<file path="config.mk">
export PLATFORM = sky130hd
export DESIGN_NAME = alu_op_sequencer
export DESIGN_NICKNAME = d
export VERILOG_FILES = /design/src/rtl/alu_pkg.sv /design/src/rtl/alu_sel_decoder.sv /design/src/rtl/alu_op_sequencer.sv
export SDC_FILE = /design/constraint.sdc
export NUM_CORES = 1
export LEC_CHECK = 0
export CORE_MARGIN = 2
export CORE_UTILIZATION = 62
export CTS_CLUSTER_SIZE = 40
export DETAILED_ROUTE_END_ITERATION = 16
export DONT_BUFFER_PORTS = 1
export GPL_TIMING_DRIVEN = 0
export PLACE_DENSITY = 0.88
export SLEW_MARGIN = 10
export SYNTH_ARGS = -nofsm -noshare
export SYNTH_HDL_FRONTEND = slang
export SYNTH_SLANG_ARGS = --single-unit
</file>
<file path="constraint.sdc">
create_clock -name clk -period 2.21 [get_ports clk]
set_input_delay 0.663 -clock clk [delete_from_list [all_inputs] [get_ports clk]]
set_output_delay 0.663 -clock clk [all_outputs]
set_load 0.01 [all_outputs]
</file>
<file path="src/rtl/alu_pkg.sv">
// Shared ALU encodings: select codes, funct/ALUOp fields, response error codes and
// sequencer FSM states.
package alu_pkg;

   localparam logic [3:0] SEL_AND  = 4'b0000;
   localparam logic [3:0] SEL_OR   = 4'b0001;
   localparam logic [3:0] SEL_ADD  = 4'b0010;
   localparam logic [3:0] SEL_NOR  = 4'b0100;
   localparam logic [3:0] SEL_MUL  = 4'b0101;
   localparam logic [3:0] SEL_SUB  = 4'b0110;
   localparam logic [3:0] SEL_XOR  = 4'b0111;
   localparam logic [3:0] SEL_DIV  = 4'b1000;
   localparam logic [3:0] SEL_SLT  = 4'b1001;
   localparam logic [3:0] SEL_ZERO = 4'b1101;
   localparam logic [3:0] SEL_ONES = 4'b1111;

   localparam logic [5:0] FUNCT_ADD = 6'h20;
   localparam logic [5:0] FUNCT_SUB = 6'h22;
   localparam logic [5:0] FUNCT_AND = 6'h24;
   localparam logic [5:0] FUNCT_OR  = 6'h25;
   localparam logic [5:0] FUNCT_XOR = 6'h26;
   localparam logic [5:0] FUNCT_NOR = 6'h27;
   localparam logic [5:0] FUNCT_SLT = 6'h2A;
   localparam logic [5:0] FUNCT_MUL = 6'h18;
   localparam logic [5:0] FUNCT_DIV = 6'h1A;

   localparam logic [1:0] ALUOP_ADD   = 2'b00;
   localparam logic [1:0] ALUOP_SUB   = 2'b01;
   localparam logic [1:0] ALUOP_RTYPE = 2'b10;
   localparam logic [1:0] ALUOP_SLT   = 2'b11;

   localparam logic [1:0] ERR_OK      = 2'b00;
   localparam logic [1:0] ERR_ILLEGAL = 2'b01;
   localparam logic [1:0] ERR_DIV0    = 2'b10;

   localparam logic [1:0] ST_IDLE  = 2'd0;
   localparam logic [1:0] ST_ISSUE = 2'd1;
   localparam logic [1:0] ST_RESP  = 2'd2;

endpackage

</file>
<file path="src/rtl/alu_sel_decoder.sv">
// Combinational {ALUOp, funct} -> ALU select decode with an illegal-op flag.
module alu_sel_decoder
   import alu_pkg::*;
(
   input  logic [1:0] aluop_i,
   input  logic [5:0] funct_i,
   output logic [3:0] sel_o,
   output logic       illegal_o
);

   always_comb begin
      sel_o     = SEL_ZERO;
      illegal_o = 1'b0;
      unique case (aluop_i)
         ALUOP_ADD: sel_o = SEL_ADD;
         ALUOP_SUB: sel_o = SEL_SUB;
         ALUOP_SLT: sel_o = SEL_SLT;
         default: begin
            case (funct_i)
               FUNCT_ADD: sel_o = SEL_ADD;
               FUNCT_SUB: sel_o = SEL_SUB;
               FUNCT_AND: sel_o = SEL_AND;
               FUNCT_OR:  sel_o = SEL_OR;
               FUNCT_XOR: sel_o = SEL_XOR;
               FUNCT_NOR: sel_o = SEL_NOR;
               FUNCT_SLT: sel_o = SEL_SLT;
               FUNCT_MUL: sel_o = SEL_MUL;
               FUNCT_DIV: sel_o = SEL_DIV;
               default:   illegal_o = 1'b1;
            endcase
         end
      endcase
   end

endmodule

</file>
<file path="src/rtl/alu_op_sequencer.sv">
// Issue side of the datapath ALU: accepts a request, drives the ALU, waits for settle,
// captures res/zf and holds a registered response until it is consumed.
module alu_op_sequencer
   import alu_pkg::*;
#(
   parameter int DATA_W        = 32,
   parameter int SETTLE_CYCLES = 1
)(
   input  logic              clk,
   input  logic              rst_n,
   input  logic              req_valid,
   output logic              req_ready,
   input  logic [1:0]        req_aluop,
   input  logic [5:0]        req_funct,
   input  logic [DATA_W-1:0] req_a,
   input  logic [DATA_W-1:0] req_b,
   output logic [DATA_W-1:0] alu_a,
   output logic [DATA_W-1:0] alu_b,
   output logic [3:0]        alu_sel,
   input  logic [DATA_W-1:0] alu_res,
   input  logic              alu_zf,
   output logic              rsp_valid,
   input  logic              rsp_ready,
   output logic [DATA_W-1:0] rsp_res,
   output logic              rsp_zf,
   output logic [1:0]        rsp_err
);

   localparam int CNT_W = $clog2(SETTLE_CYCLES + 1);
   localparam logic [CNT_W-1:0] CNT_INIT = CNT_W'(SETTLE_CYCLES - 1);

   logic [1:0]        state_q, state_d;
   logic [CNT_W-1:0]  cnt_q, cnt_d;
   logic [DATA_W-1:0] alu_a_q, alu_a_d, alu_b_q, alu_b_d;
   logic [3:0]        alu_sel_q, alu_sel_d;
   logic [1:0]        pend_err_q, pend_err_d;
   logic [DATA_W-1:0] rsp_res_q, rsp_res_d;
   logic              rsp_zf_q, rsp_zf_d;
   logic [1:0]        rsp_err_q, rsp_err_d;

   logic [3:0] dec_sel;
   logic       dec_illegal;

   alu_sel_decoder u_dec (
      .aluop_i   (req_aluop),
      .funct_i   (req_funct),
      .sel_o     (dec_sel),
      .illegal_o (dec_illegal)
   );

   // Rejected ops still take one pass through ISSUE (with the ALU left idle) so their
   // response appears one edge after accept, like a single-cycle settle.
   always_comb begin
      state_d    = state_q;
      cnt_d      = cnt_q;
      alu_a_d    = alu_a_q;
      alu_b_d    = alu_b_q;
      alu_sel_d  = alu_sel_q;
      pend_err_d = pend_err_q;
      rsp_res_d  = rsp_res_q;
      rsp_zf_d   = rsp_zf_q;
      rsp_err_d  = rsp_err_q;
      unique case (state_q)
         ST_IDLE: begin
            if (req_valid) begin
               state_d = ST_ISSUE;
               if (dec_illegal) begin
                  pend_err_d = ERR_ILLEGAL;
                  cnt_d      = '0;
               end else if (dec_sel == SEL_DIV && req_b == '0) begin
                  pend_err_d = ERR_DIV0;
                  cnt_d      = '0;
               end else begin
                  pend_err_d = ERR_OK;
                  alu_a_d    = req_a;
                  alu_b_d    = req_b;
                  alu_sel_d  = dec_sel;
                  cnt_d      = CNT_INIT;
               end
            end
         end
         ST_ISSUE: begin
            if (cnt_q == '0) begin
               state_d   = ST_RESP;
               rsp_err_d = pend_err_q;
               alu_sel_d = SEL_ZERO;
               if (pend_err_q == ERR_OK) begin
                  rsp_res_d = alu_res;
                  rsp_zf_d  = alu_zf;
               end else begin
                  rsp_res_d = '0;
                  rsp_zf_d  = 1'b0;
               end
            end else begin
               cnt_d = cnt_q - CNT_W'(1);
            end
         end
         ST_RESP: begin
            if (rsp_ready) state_d = ST_IDLE;
         end
         default: state_d = ST_IDLE;
      endcase
   end

   always_ff @(posedge clk or negedge rst_n) begin
      if (!rst_n) begin
         state_q    <= ST_IDLE;
         cnt_q      <= '0;
         alu_a_q    <= '0;
         alu_b_q    <= '0;
         alu_sel_q  <= SEL_ZERO;
         pend_err_q <= ERR_OK;
         rsp_res_q  <= '0;
         rsp_zf_q   <= 1'b0;
         rsp_err_q  <= ERR_OK;
      end else begin
         state_q    <= state_d;
         cnt_q      <= cnt_d;
         alu_a_q    <= alu_a_d;
         alu_b_q    <= alu_b_d;
         alu_sel_q  <= alu_sel_d;
         pend_err_q <= pend_err_d;
         rsp_res_q  <= rsp_res_d;
         rsp_zf_q   <= rsp_zf_d;
         rsp_err_q  <= rsp_err_d;
      end
   end

   assign req_ready = (state_q == ST_IDLE);
   assign rsp_valid = (state_q == ST_RESP);
   assign alu_a     = alu_a_q;
   assign alu_b     = alu_b_q;
   assign alu_sel   = alu_sel_q;
   assign rsp_res   = rsp_res_q;
   assign rsp_zf    = rsp_zf_q;
   assign rsp_err   = rsp_err_q;

endmodule

</file>
Word level (Yosys, flattened, before mapping)
Index checks and enable logic that the tools add are counted.

Register bits: 108. Latch bits: 0. RAM bits: 0. Bits in read-only memories: 0. Memories: 0.

Add/sub/neg operators: 1. Multiply operators: 0. Divide/modulo/power cells: 0. $lt $le $gt $ge: 0. Eq/ne operators: 19. Shifts and indexed selects: 0. Multiplexer cells: 20. Bitwise gates (word level): 3. Reduce and logical (&&, ||, !) cells: 14.

Operators by type and width (number): equality test 6 bit (second input constant) (7); one-hot mux 4 bit (9 select lines) (1); zero test 32 bit (1); 2-to-1 mux 32 bit (1); 2-to-1 mux 4 bit (4); equality test 6 x 5 -> 1 bit (second input constant) (2); one-hot mux 4 bit (3 select lines) (1); 2-to-1 mux 2 bit (5); OR reduction 9 bit (1); != test 2 bit (second input constant) (4); one-hot mux 4 bit (2 select lines) (1); zero test 2 bit (3); one-hot mux 2 bit (3 select lines) (1); AND reduction 2 bit (3); 2-to-1 mux 1 bit (5); AND reduction 5 bit (1); equality test 2 x 1 -> 1 bit (second input constant) (2); equality test 2 bit (second input constant) (2); equality test 4 bit (second input constant) (1); AND reduction 4 bit (1); inverter 1 bit (3); AND reduction 3 bit (1); OR reduction 3 bit (1); != test 2 x 1 -> 1 bit (second input constant) (1); 4 further kinds (4).

Logic depth before layout (Yosys ltp)
Depth in word-level cells: 9. Depth in mapped cells: 6. Mapped depth without buffers: 5.

Cells and area by module
From an unflattened synthesis, not the netlist that was laid out.

Cells, all modules: 288. Area, all modules: 4260.3 um^2.

Modules (own cells, without submodules): alu_op_sequencer (instances 1, cells each 263, area an instance 4081.4 um^2, seq. area each 2681.3 um^2); alu_sel_decoder (instances 1, cells each 25, area an instance 178.9 um^2, seq. area each 0.0 um^2).

Worst setup path after synthesis
No wires, ideal clock.

Path kind: input-to-reg. Start point: in req_funct[4]. End point: reg alu_a_q[21], in the netlist alu_a[21]. Arrival time: 2.357 ns. Data required time: 2.085 ns. Slack: -0.272 ns. Cell stages on the path: 6. Buffers on the path: 1. Cell sequence: nand2b_1 > a2111oi_2 > a211oi_2 > a211oi_4 > buf_6 > mux2_2.

Longest elaborated chain between the ends: 7.

Ends and longest elaborated chain: from (decl) (line alu_op_sequencer.sv:14) `input logic [5:0] req_funct,`; equality test 6 x 5 -> 1 bit or equality test 6 bit (tied branches) (line alu_sel_decoder.sv:19) `case (funct_i)`; one-hot mux 4 bit (9 select lines) (line alu_sel_decoder.sv:19); one-hot mux 4 bit (3 select lines) (line alu_sel_decoder.sv:14) `unique case (aluop_i)`; equality test 4 bit (line alu_op_sequencer.sv:70) `end else if (dec_sel == SEL_DIV && req_b == '0) begin`; logical AND 1 bit (line alu_op_sequencer.sv:70); inverter 1 bit (no source line); AND reduction 4 bit (no source line) (*); to (signal assigned) (line alu_op_sequencer.sv:119) `alu_a_q <= alu_a_d;`; to (decl) (line alu_op_sequencer.sv:34) `logic [DATA_W-1:0] alu_a_q, alu_a_d, alu_b_q, alu_b_d;`.

Every way passes the cells marked *; elsewhere a longest branch is shown, timed or not. A chain may end at the register's enable or synchronous reset.

Worst setup path after layout
Start point: in req_funct[4]. End point: reg alu_a_q[13], in the netlist alu_a[13].

The elaborated chain is that of the path after synthesis.

==> reports/qor.yml <==
outcome: "complete, but fails checks"
violations: "hold timing"
antenna_found_initial: 0
grt_pass1_vias: 2565
cts_buffer_depth: 2
tightest_slew_ps: 767
synth_top_area_share_pct: 60.8
synth_top_area_cell: "dfrtp_1"
start_util_pct: 63.7
period_share_pct: 97.6
fmax_mhz: 464
r2r-end: "rsp_res[27]"
setup_tns_ps: 0
vias: 2577
layout-drive-gt1-share_pct: 34.3
reg2reg_slack_ps: 150
crit_path_start_kind: "input port"
syn_inst: 289
die_h_um: 87.1
multi_input_area_um2: 1610
core_um2: 6720
cts-root-buf: "clkbuf_8"
finClkSkew_ps: 6.03
met3WireLength_um: 937
power.density_nw_per_um2: 1480
p_seq_share_pct: 57.6
max-cap-violations: 0
arrival_ps: 2400
yosysSeqAreaShare_pct: 62.7
finalCriticalPeriod_ps: 2160
die_area_um2: 7580
fin_ws_ps: 53.0
cp_max_fo: 10
r2r.worst_path.cells: 5
ys.flop_type: "dfrtp_1"
netSwitchingPower_mw: 2.51
wl_met1_um: 3660
pre_cts_ws_ps: -472
grt_max_degree: 108
ys_types: 39
rsz0062_at_grt: "true"
gr-total-overflow: 0
wirelength_um: 9600
total_power_mw: 7.06
dpl.hpwl_um: 6980
holdWs_ps: -16.7
fillerInstances: 444
cts_tree: "built"
ys_ff_latch: 107
rows: 30
synthTopCellsByArea: "dfrtp_1, mux2_2, a22o_1, mux2_1, dfstp_2"
clk_latency_ps: 360
drcViolationCount: 0
ant_nets: 0
synth.net_count: 398
avgSynthCellArea_um2: 14.8
min_path_type: "in -> async"
critPathKind: "in -> reg"
clkTransAtPathRegs_ps: 100
top_layer_used: "met4"
routedWlPerCell_um: 24.5
switching_share_pct: 35.5
grt_use_total_pct: 23.4
numCtsBuffers: 9
regArea_um2: 2680
drv_slew: 0
diodes: 0
synthArstFlopShare_pct: 100
io-pin-count: 214
synth_warnings: 0
finalSetupViolations: 0
p_int_mw: 4.55
hold_viol: 46
placed_area_um2: 4460
p_clk_share_pct: 17.0
drtPass1Iterations: 4
grt_pass1_wl_um: 13400
synth_area_um2: 4280
max-vdd-ir-drop_v: 0.000775
port_buffers: 0
synth_edf_count: 0
crit_required_ps: 2450
r2r_start: "state_q[1]"
cts_sinks: 107
combPwrFrac_pct: 25.5
htreeDepth: 3
syn_to_final_growth_pct: 11.3
dieWidth_um: 87.1
place.gp.congestion: 0.957
fin_area_um2: 4760
dr.first_iter.drc_count: 165
relSlewSlack_pct: 48.5
power_leakage_nw: 2.07
dr_wl_met2_um: 4820
critPathCaptureType: "flip-flop"
fin_nets: 416
vias_per_cell: 6.57
[cell usage after synthesis, types with 2 or more instances]
library cell and number:
inv_1 7, mux2_2 57, nor4_1 8, nand2b_1 6
nor2b_1 2, nand3_1 4, nand2_1 5, dfrtp_1 104
dfstp_2 3, a21oi_1 5, mux2_1 10, mux2i_1 2
o21ai_0 3, buf_6 6, a22o_1 33, nor2_1 2
o31a_1 2, nor3_1 2, clkbuf_1 8
[timing repair]
action | 4_1_cts | 5_1_grt
pin swaps | 1 | 3
buffers inserted | 1 | 4
endpoints found under the hold margin | 104 | 104
cloned | 0 | 2
resized for setup | 1 | 5
endpoints found under the setup margin | 60 | 63
[placed cells by master (no fill, tap or decap), types with 2 or more instances in the layout]
cell type   count
clkbuf_8        9
clkbuf_1        9
mux2_2         49
nor2b_1         2
nand2b_1        5
nor2_1          2
buf_6           6
buf_4           5
a211oi_4        3
dfstp_2         3
nand3_1         4
a22o_1         33
o31a_1          2
mux2_4         15
dfrtp_1       104
clkinvlp_4      2
a21oi_1         5
o21ai_0         3
inv_1           6
mux2i_1         2
nand2_1         5
mux2_1          3
nor4_2          3
nor4_1          5
nor3_1          2
[cell type report]
cell class                 instances  area share, %
buffer                            14           2.05
clock buffer                      10           2.68
clock inverter                     6           1.55
inverter                           7          0.552
multi-input combinational        162           33.9
sequential                       107           56.3
tap                               80           2.10
timing repair buffer               6          0.894
[metrics by stage]
stage	instances	utilization, %
final	392	70.9
after global routing	392	70.9
after CTS	386	69.6
after detailed placement	369	66.4
after global placement	369	66.4
after floorplan	289	-
[worst max path at each step]
| stage | startpoint | end | slack [ps] | cells after the start |
|---|---|---|---|---|
| detailed placement | req_b[10] | alu_a[26] | -470 | 6 |
| floorplan | req_funct[4] | alu_a[21] | -110 | 6 |
| CTS | req_b[10] | alu_b[14] | 30 | 6 |
| finish | req_funct[4] | alu_a[13] | 50 | 8 |
| global route | req_funct[4] | alu_a[13] | -20 | 8 |
| global placement | req_b[10] | alu_a[21] | -460 | 6 |
[critical path: stages]
cell and delay [ps]:
nor4b_2 280, a31o_2 240, nor4_4 50, buf_4 160, a211oi_4 320, buf_4 190, buf_6 140, mux2_2 350
[flip-flops by register name, indices dropped and copies added (netlist names)]
signal      cells
alu_a          32
alu_b          32
alu_sel         4
pend_err_q      2
rsp_err         2
rsp_res        32
rsp_zf          1
state_q         2
[power by group through the flow]
stage,Clock (mW),Sequential (mW),Combinational [mW]
2_1_floorplan,0,3.84,1.50
3_3_place_gp,0,4.07,1.67
3_5_place_dp,0,4.10,1.75
4_1_cts,1.22,4.07,1.77
5_1_grt,1.29,4.17,1.94
6_report,1.20,4.06,1.80
[kinds of logic after synthesis]
logic type	share of synthesized area [%]
compound gates	11.0
mux	18.1
flops	62.7
simple gates	5.35
buf+inv	2.89
[routing by layer]
layer  up-vias  GRT usage (%)
li1       1109              -
met1      1303           28.7
met2       150           38.1
met3        15           7.87
met4         0           9.52
met5         -              0
(Power assumes the default switching activity.)
